`config.mk`:
```
export PLATFORM = sky130hd
export DESIGN_NAME = sync_fifo_param
export DESIGN_NICKNAME = d
export VERILOG_FILES = /design/src/rtl/fifo_pkg.sv /design/src/rtl/fifo_ram.sv /design/src/rtl/sync_fifo_param.sv
export SDC_FILE = /design/constraint.sdc
export NUM_CORES = 1
export LEC_CHECK = 0
export ABC_AREA = 1
export CORE_ASPECT_RATIO = 1.25
export CORE_UTILIZATION = 40
export CTS_CLUSTER_DIAMETER = 60
export DETAILED_ROUTE_END_ITERATION = 12
export PLACE_DENSITY = 0.61
export SYNTH_ARGS = -nofsm -noshare
export SYNTH_HDL_FRONTEND = slang
export SYNTH_SLANG_ARGS = --single-unit
```
`constraint.sdc`:
```
create_clock -name clk -period 2.5 [get_ports clk]
set_clock_uncertainty 0.15 [all_clocks]
set_input_delay 0.375 -clock clk [delete_from_list [all_inputs] [get_ports clk]]
set_output_delay 0.375 -clock clk [all_outputs]
set_load 0.005 [all_outputs]
```
`src/rtl/fifo_pkg.sv`:
```
// Shared constants and helpers for the parametrised FIFO family.
package fifo_pkg;

  localparam int DEF_DATA_W = 8;
  localparam int DEF_DEPTH  = 64;

  // Ceiling log2 that is usable in parameter expressions.
  function automatic int clog2(input int value);
    int r;
    r = 0;
    while ((1 << r) < value) r++;
    return r;
  endfunction

endpackage

```
`src/rtl/fifo_ram.sv`:
```
// Simple dual-port DATA_W x DEPTH storage with a registered, enabled read port.
// Latency: write visible at the next edge; read data valid one edge after rd_en.
// Backpressure: none; the controller only issues accepted accesses.
module fifo_ram
  import fifo_pkg::*;
#(
  parameter int DATA_W = DEF_DATA_W,
  parameter int DEPTH  = DEF_DEPTH,
  parameter int AW     = clog2(DEPTH)
)(
  input  logic              clk,
  input  logic              rst_n,
  input  logic              wr_en,
  input  logic [AW-1:0]     wr_addr,
  input  logic [DATA_W-1:0] wr_data,
  input  logic              rd_en,
  input  logic [AW-1:0]     rd_addr,
  output logic [DATA_W-1:0] rd_data
);

  logic [DATA_W-1:0] mem [DEPTH];

  // Storage is deliberately unreset so it can map onto RAM macros.
  always_ff @(posedge clk) begin
    if (wr_en) mem[wr_addr] <= wr_data;
  end

  // Same-address read during write returns the old word (pass-through at full).
  always_ff @(posedge clk or negedge rst_n) begin
    if (!rst_n)     rd_data <= '0;
    else if (rd_en) rd_data <= mem[rd_addr];
  end

endmodule

```
`src/rtl/sync_fifo_param.sv`:
```
// Single-clock circular FIFO with thresholds, sticky error flags and sync clear.
// Latency: write readable one edge later; read data/rd_valid one edge after rd_acc.
// Backpressure: writes dropped when full unless a read is accepted the same cycle.
module sync_fifo_param
  import fifo_pkg::*;
#(
  parameter int  DATA_W   = DEF_DATA_W,
  parameter int  DEPTH    = DEF_DEPTH,
  parameter int  AF_LEVEL = DEPTH - 4,
  parameter int  AE_LEVEL = 4,
  localparam int CNT_W    = clog2(DEPTH) + 1
)(
  input  logic              clk,
  input  logic              rst_n,
  input  logic              clr,
  input  logic              wr_en,
  input  logic [DATA_W-1:0] wr_data,
  input  logic              rd_en,
  output logic [DATA_W-1:0] rd_data,
  output logic              rd_valid,
  output logic              full,
  output logic              empty,
  output logic              almost_full,
  output logic              almost_empty,
  output logic [CNT_W-1:0]  count,
  output logic              overflow,
  output logic              underflow
);

  localparam int AW = clog2(DEPTH);

  if (DEPTH < 2 || (DEPTH & (DEPTH - 1)) != 0) begin : g_bad_depth
    $error("sync_fifo_param: DEPTH must be a power of two and at least 2");
  end
  if (AF_LEVEL < 1 || AF_LEVEL > DEPTH) begin : g_bad_af
    $error("sync_fifo_param: AF_LEVEL out of range 1..DEPTH");
  end
  if (AE_LEVEL < 0 || AE_LEVEL > DEPTH - 1) begin : g_bad_ae
    $error("sync_fifo_param: AE_LEVEL out of range 0..DEPTH-1");
  end
  if (DATA_W < 1) begin : g_bad_dw
    $error("sync_fifo_param: DATA_W must be at least 1");
  end

  logic [AW-1:0] wr_ptr, rd_ptr;
  logic          wr_acc, rd_acc;

  assign full         = (count == CNT_W'(DEPTH));
  assign empty        = (count == '0);
  assign almost_full  = (count >= CNT_W'(AF_LEVEL));
  assign almost_empty = (count <= CNT_W'(AE_LEVEL));

  // clr blocks both ports so a clearing cycle neither moves data nor flags errors.
  assign rd_acc = rd_en && !empty && !clr;
  assign wr_acc = wr_en && (!full || rd_acc) && !clr;

  always_ff @(posedge clk or negedge rst_n) begin
    if (!rst_n) begin
      wr_ptr    <= '0;
      rd_ptr    <= '0;
      count     <= '0;
      rd_valid  <= 1'b0;
      overflow  <= 1'b0;
      underflow <= 1'b0;
    end else if (clr) begin
      wr_ptr    <= '0;
      rd_ptr    <= '0;
      count     <= '0;
      rd_valid  <= 1'b0;
      overflow  <= 1'b0;
      underflow <= 1'b0;
    end else begin
      rd_valid <= rd_acc;
      if (wr_acc) wr_ptr <= wr_ptr + 1'b1;
      if (rd_acc) rd_ptr <= rd_ptr + 1'b1;
      case ({wr_acc, rd_acc})
        2'b10:   count <= count + 1'b1;
        2'b01:   count <= count - 1'b1;
        default: count <= count;
      endcase
      if (wr_en && !wr_acc) overflow  <= 1'b1;
      if (rd_en && empty)   underflow <= 1'b1;
    end
  end

  fifo_ram #(
    .DATA_W (DATA_W),
    .DEPTH  (DEPTH),
    .AW     (AW)
  ) u_ram (
    .clk     (clk),
    .rst_n   (rst_n),
    .wr_en   (wr_acc),
    .wr_addr (wr_ptr),
    .wr_data (wr_data),
    .rd_en   (rd_acc),
    .rd_addr (rd_ptr),
    .rd_data (rd_data)
  );

endmodule

```
* Yosys cells after proc, flatten, opt, wreduce, memory -nomap -nowiden *
Memory sizes are Yosys's and may differ from the RTL's. A register that Yosys moved wholly into a read port is not among the register bits.
Cells that the tools add are included.

cells by class
  add/subtract/negate cells = 4
  $lt $le $gt $ge = 2
  eq/ne operators = 3
  muxes and demuxes = 13
  reductions and logical operators = 18

operator list
  operator                                                         count
  two-way mux 6 bit                                                4
  case mux 7 bit (2 select lines)                                  1
  adder 6 x 1 -> 6 bit (second input constant)                     2
  nonzero test 2 bit                                               4
  adder 7 x 1 -> 7 bit (second input constant)                     1
  == test 7 bit (second input constant)                            1
  >= comparator 7 x 6 -> 1 bit (second input constant)             1
  less-or-equal comparator 7 x 3 -> 1 bit (second input constant)  1
  logical NOT 7 bit                                                1
  two-way mux 1 bit                                                7
  two-way mux 7 bit                                                1
  subtractor 7 x 1 -> 7 bit (second input constant)                1
  logical AND 1 bit                                                6
  logical NOT 1 bit                                                5
  nonzero test 3 bit                                               1
  == test 2 x 1 -> 1 bit (second input constant)                   1
  == test 2 bit (second input constant)                            1
  logical OR 1 bit                                                 1

word-level totals
  register bits = 22
  memory bits (writable) = 512
  input bits = 13
  output and inout bits = 22
  logic and storage cells = 47
  memories = 1

memory list
  memory     depth  bits a word  read ports  clocked after memory_dff  write ports  RTL line        text
  u_ram.mem  64     8            1           1                         1            fifo_ram.sv:21  logic [DATA_W-1:0] mem [DEPTH];

* Longest topological paths before layout *
  word-level depth = 11
  depth in mapped cells = 16
  mapped depth without buffers = 16

* By module *
Synthesis repeated with hierarchy kept, for this count alone.

unflattened totals
  cell total of the unflattened synthesis = 1974
  area, all modules = 22763.1 µm²

by module, submodules not included
  module           times used  cells an instance  area an instance (µm²)  seq. area each (µm²)
  fifo_ram         1           1799               21329.2                 15574.9
  sync_fifo_param  1           175                1433.9                  550.5

* Least setup slack after synthesis *
Ideal clock, no wire load.

  kind = reg2reg
  from = register count[0]
  to = register count[3]
  library setup time = 122 ps
  arrival time = 2121 ps
  slack = 107 ps
  stages on the path, launching flop included = 14
  buffers on the path = 0
  period minus slack after synthesis = 2393 ps
  path through = dfrtp_1 > nor2_1 > nand3_2 > nor2_4 > nor2_4 > nand2_4 > nor2_2 > ha_1 > a21o_1 > a31oi_1 > xor2_1 > inv_1 > nand2_1 > o21ai_1

on the way
  cells in the longest elaborated chain, start to end = 10

ends and longest elaborated chain
  what                                                            RTL line               text
  from (decl)                                                     sync_fifo_param.sv:25  output logic [CNT_W-1:0] count,
  from (signal assigned)                                          sync_fifo_param.sv:77  2'b10: count <= count + 1'b1;
  from (signal assigned)                                          sync_fifo_param.sv:78  2'b01: count <= count - 1'b1;
  from (signal assigned)                                          sync_fifo_param.sv:79  default: count <= count;
  logical NOT 7 bit *                                             sync_fifo_param.sv:49  assign empty = (count == '0);
  named net empty                                                 sync_fifo_param.sv:22  output logic empty,
  logical NOT 1 bit *                                             sync_fifo_param.sv:54  assign rd_acc = rd_en && !empty && !clr;
  logical AND 1 bit * (2 in series)                               sync_fifo_param.sv:54
  logical OR 1 bit                                                sync_fifo_param.sv:55  assign wr_acc = wr_en && (!full || rd_acc) && !clr;
  logical AND 1 bit (2 in series)                                 sync_fifo_param.sv:55
  == test 2 x 1 -> 1 bit / == test 2 bit (equally long branches)  sync_fifo_param.sv:76  case ({wr_acc, rd_acc})
  case mux 7 bit (2 select lines)                                 sync_fifo_param.sv:76
  two-way mux 7 bit                                               sync_fifo_param.sv:65  end else if (clr) begin

The timed path passes the listed nets; every way through them passes the cells marked *.
A chain may end at the register's enable or synchronous reset.

* Final worst setup path *
  from = register count[1]
  to = register count[6]

on the way
  cells in the longest elaborated chain, start to end = 10

ends and longest elaborated chain
  what                                                            RTL line
  logical NOT 7 bit                                               sync_fifo_param.sv:49
  logical NOT 1 bit                                               sync_fifo_param.sv:54
  logical AND 1 bit (2 in series)                                 sync_fifo_param.sv:54
  logical OR 1 bit                                                sync_fifo_param.sv:55
  logical AND 1 bit (2 in series)                                 sync_fifo_param.sv:55
  == test 2 x 1 -> 1 bit / == test 2 bit (equally long branches)  sync_fifo_param.sv:76
  case mux 7 bit (2 select lines)                                 sync_fifo_param.sv:76
  two-way mux 7 bit                                               sync_fifo_param.sv:65

Several ways; a longest one is shown, not always the timed one.

==> qor.yml <==
status: "complete, no violations"
core_mm2: 0.0551
ys_seq_area_share_pct: 72.0
crit_path_end_kind: "register"
synth_top_area_cell: "edfxtp_1"
ioPinCount: 35
cts_max_level: 2
rr_worst_depth: 17
first_global_vias: 15100
fin_nets: 2142
rows: 96
place.gp.congestion: 0.907
die_w_um: 214
r2r_slack_ns: 0.08
pre_cts_slack_ns: -0.124
slew_violations: 0
setup_viol: 0
wl_um: 59200
cp-start-kind: "register"
grt_max_degree: 97
numCtsBuffers: 49
synthTopCellsByArea: "edfxtp_1, nand2_1, nand3_1"
vdd_ir_drop_max_v: 0.000486
layout_commonest_cell: "nand2_1"
ys_ff_latch: 542
syn_nets: 2007
clk_pin_slew_ns: 0.07
dieArea_mm2: 0.0570
power_density_mw_per_mm2: 860
num_vias: 15100
avgSynthCellArea_um2: 11.3
drt_iter0_markers: 1269
power_leakage_nw: 9.89
worst_pin_slew_ns: 0.617
drive_above_1_share_pct: 13.1
synth_flop_cell: "edfxtp_1"
fmax_ghz: 0.414
fp.dieH_um: 267
reg2reg_to: "count[6]$_DFFE_PN0P_"
whs_path_depth: 1
synthArstFlopShare_pct: 5.54
reg2reg_from: "count[1]$_DFFE_PN0P_"
relSlewSlack_pct: 58.7
areaGrowthSynthToFinish_pct: 17.7
path_max_fanout: 4
fin_hold_ws_ns: 0.0370
crit_required_ns: 2.86
tns_ns: 0
hold_class: "input pin to register"
syn_area_mm2: 0.0224
ant_nets: 0
grt_use_total_pct: 21.1
min_from: "wr_data[0]"
grt_pass1_wl_um: 89600
whs_endpoint: "u_ram.mem[3][0]$_DFFE_PP_"
drc: 0
final_cell_mix: "nand2_1, edfxtp_1, nand3_1, buf_4, nor2_1"
yosysUniqueCellTypes: 37
cts.sinks: 542
maxCapViolations: 0
fin_ws_ns: 0.0832
synth_edf_count: 512
clk-insertion-delay-late_ns: 0.58
portBuffers: 34
clockBufferDepth: 3
cts_root_buf: "clkbuf_16"
hold_viol: 0
min_period_ns: 2.42
crit_arrival_ns: 2.78
route.detailed.wl_per_inst_um: 20.4
postLayoutCoreUtil_pct: 47.8
globalRouteOverflowTotal: 0
path_class: "register to register"
multiInputGateArea_mm2: 0.00573
antenna_found_initial: 0
drt_first_pass_iters: 5
start_util_pct: 40.6
synth_top_area_share_pct: 68.6
synth_cells: 1986
dpl.hpwl_um: 37300
routed_via_density: 5.22
fillers: 4904
regArea_mm2: 0.0161
cts_tree: "done"
finalCritPeriodShare_pct: 96.7
yosysWarnings: 0
## routing by layer
layer	vias up	part of all wire [%]	global-route usage (%)
met3	109	5.5	3.06
met1	7388	41	26.8
met5	-	0	0
met4	0	3.2	7.45
li1	7141	-	-
met2	499	51	36.6
## flip-flops by register name (all words and copies together), names as in the netlist
register and flops:
wr_ptr 6, underflow 1, rd_ptr 6, rd_valid 1, u_ram.rd_data 8, overflow 1, u_ram.mem 512, count 7
## final cells by class
cell class              count  share of cell area (%)
clock buffers              63                    5.16
repair buffers            188                    6.54
clock inverters            29                    1.42
inverters                  29                   0.441
multi-input cells        1311                    21.7
flip-flops and latches    542                    61.2
diodes                      1                 0.00949
well taps                 735                    3.49
## worst max path at each step
| stage | to | startpoint | slack [ns] |
|---|---|---|---|
| global placement | count[6]$_DFFE_PN0P_ | rd_en | -0.15 |
| floorplan | count[3]$_DFFE_PN0P_ | count[0]$_DFFE_PN0P_ | 0.11 |
| detailed placement | u_ram.mem[33][4]$_DFFE_PP_ | rd_en | -0.12 |
| global route | count[6]$_DFFE_PN0P_ | count[1]$_DFFE_PN0P_ | -0.06 |
| finish | count[6]$_DFFE_PN0P_ | count[1]$_DFFE_PN0P_ | 0.08 |
| CTS | full | count[0]$_DFFE_PN0P_ | -0.09 |
## synthesized netlist by cell type (2+ instances only)
master	count
nand2_1	763
edfxtp_1	512
nand3_1	322
nor2_1	90
buf_2	74
a21oi_1	70
dfrtp_1	30
clkbuf_1	19
inv_1	19
nand2_2	9
buf_1	8
ha_1	7
inv_2	7
o21ai_0	7
o21ai_1	7
nor3_1	6
nand3_2	3
nor2_2	3
nor2_4	3
o22ai_1	3
xnor2_1	3
a31oi_1	2
buf_4	2
clkinv_1	2
nand4_1	2
xor2_1	2
## critical path, stage by stage, from the launching register on
cell and delay [ns]:
dfrtp_1 0.39, nor2_2 0.15, nand3_2 0.12, nor2_4 0.16, nor2_4 0.05, nand2_4 0.08, nor2_4 0.05, buf_6 0.12
fa_2 0.37, nand3_2 0.09, nand2_2 0.07, nand2_2 0.07, nand2_2 0.05, a21oi_2 0.16, inv_1 0.07, nand3_2 0.06
nand3_2 0.07, nand2_1 0.07
## metrics by stage
step	total power, mW	std cells	area [µm²]
floorplan	13.0	1986	22400
global placement	14.8	2802	24500
detailed placement	14.8	2802	24500
CTS	22.8	2895	26300
global route	23.6	2897	26400
finish	22.7	2898	26400
## cell families (layout without fill, tap and decap cells)
group                      count (synthesis)  in the layout  synth area share, %
xor gates and xnor gates                   5              5                0.196
DFF                                      542            542                 72.0
other                                      0              1                    0
adders and majority gates                  8              8                0.480
AOI/OAI and AO/OA                         94             94                 2.20
and+or+nand+nor                         1204           1204                 22.4
buffers and inverters                    133            309                 2.72
## timing repair
item / in CTS / in global routing
hold buffers: 1 / 0
hold endpoints to repair: 30 / 0
buffers inserted: 0 / 2
pin swaps: 0 / 9
setup endpoints to repair: 4 / 3
resized for setup: 7 / 13
## where the power goes
part           switching [mW]  internal [mW]  total (mW)  leakage [nW]
registers               0.133           10.0        10.2          5.00
logic                    3.02           1.46        4.48          4.05
clock network            3.32           4.70        8.02         0.834
total                    6.47           16.2        22.7          9.89
Power figures use the tool's default switching activity.
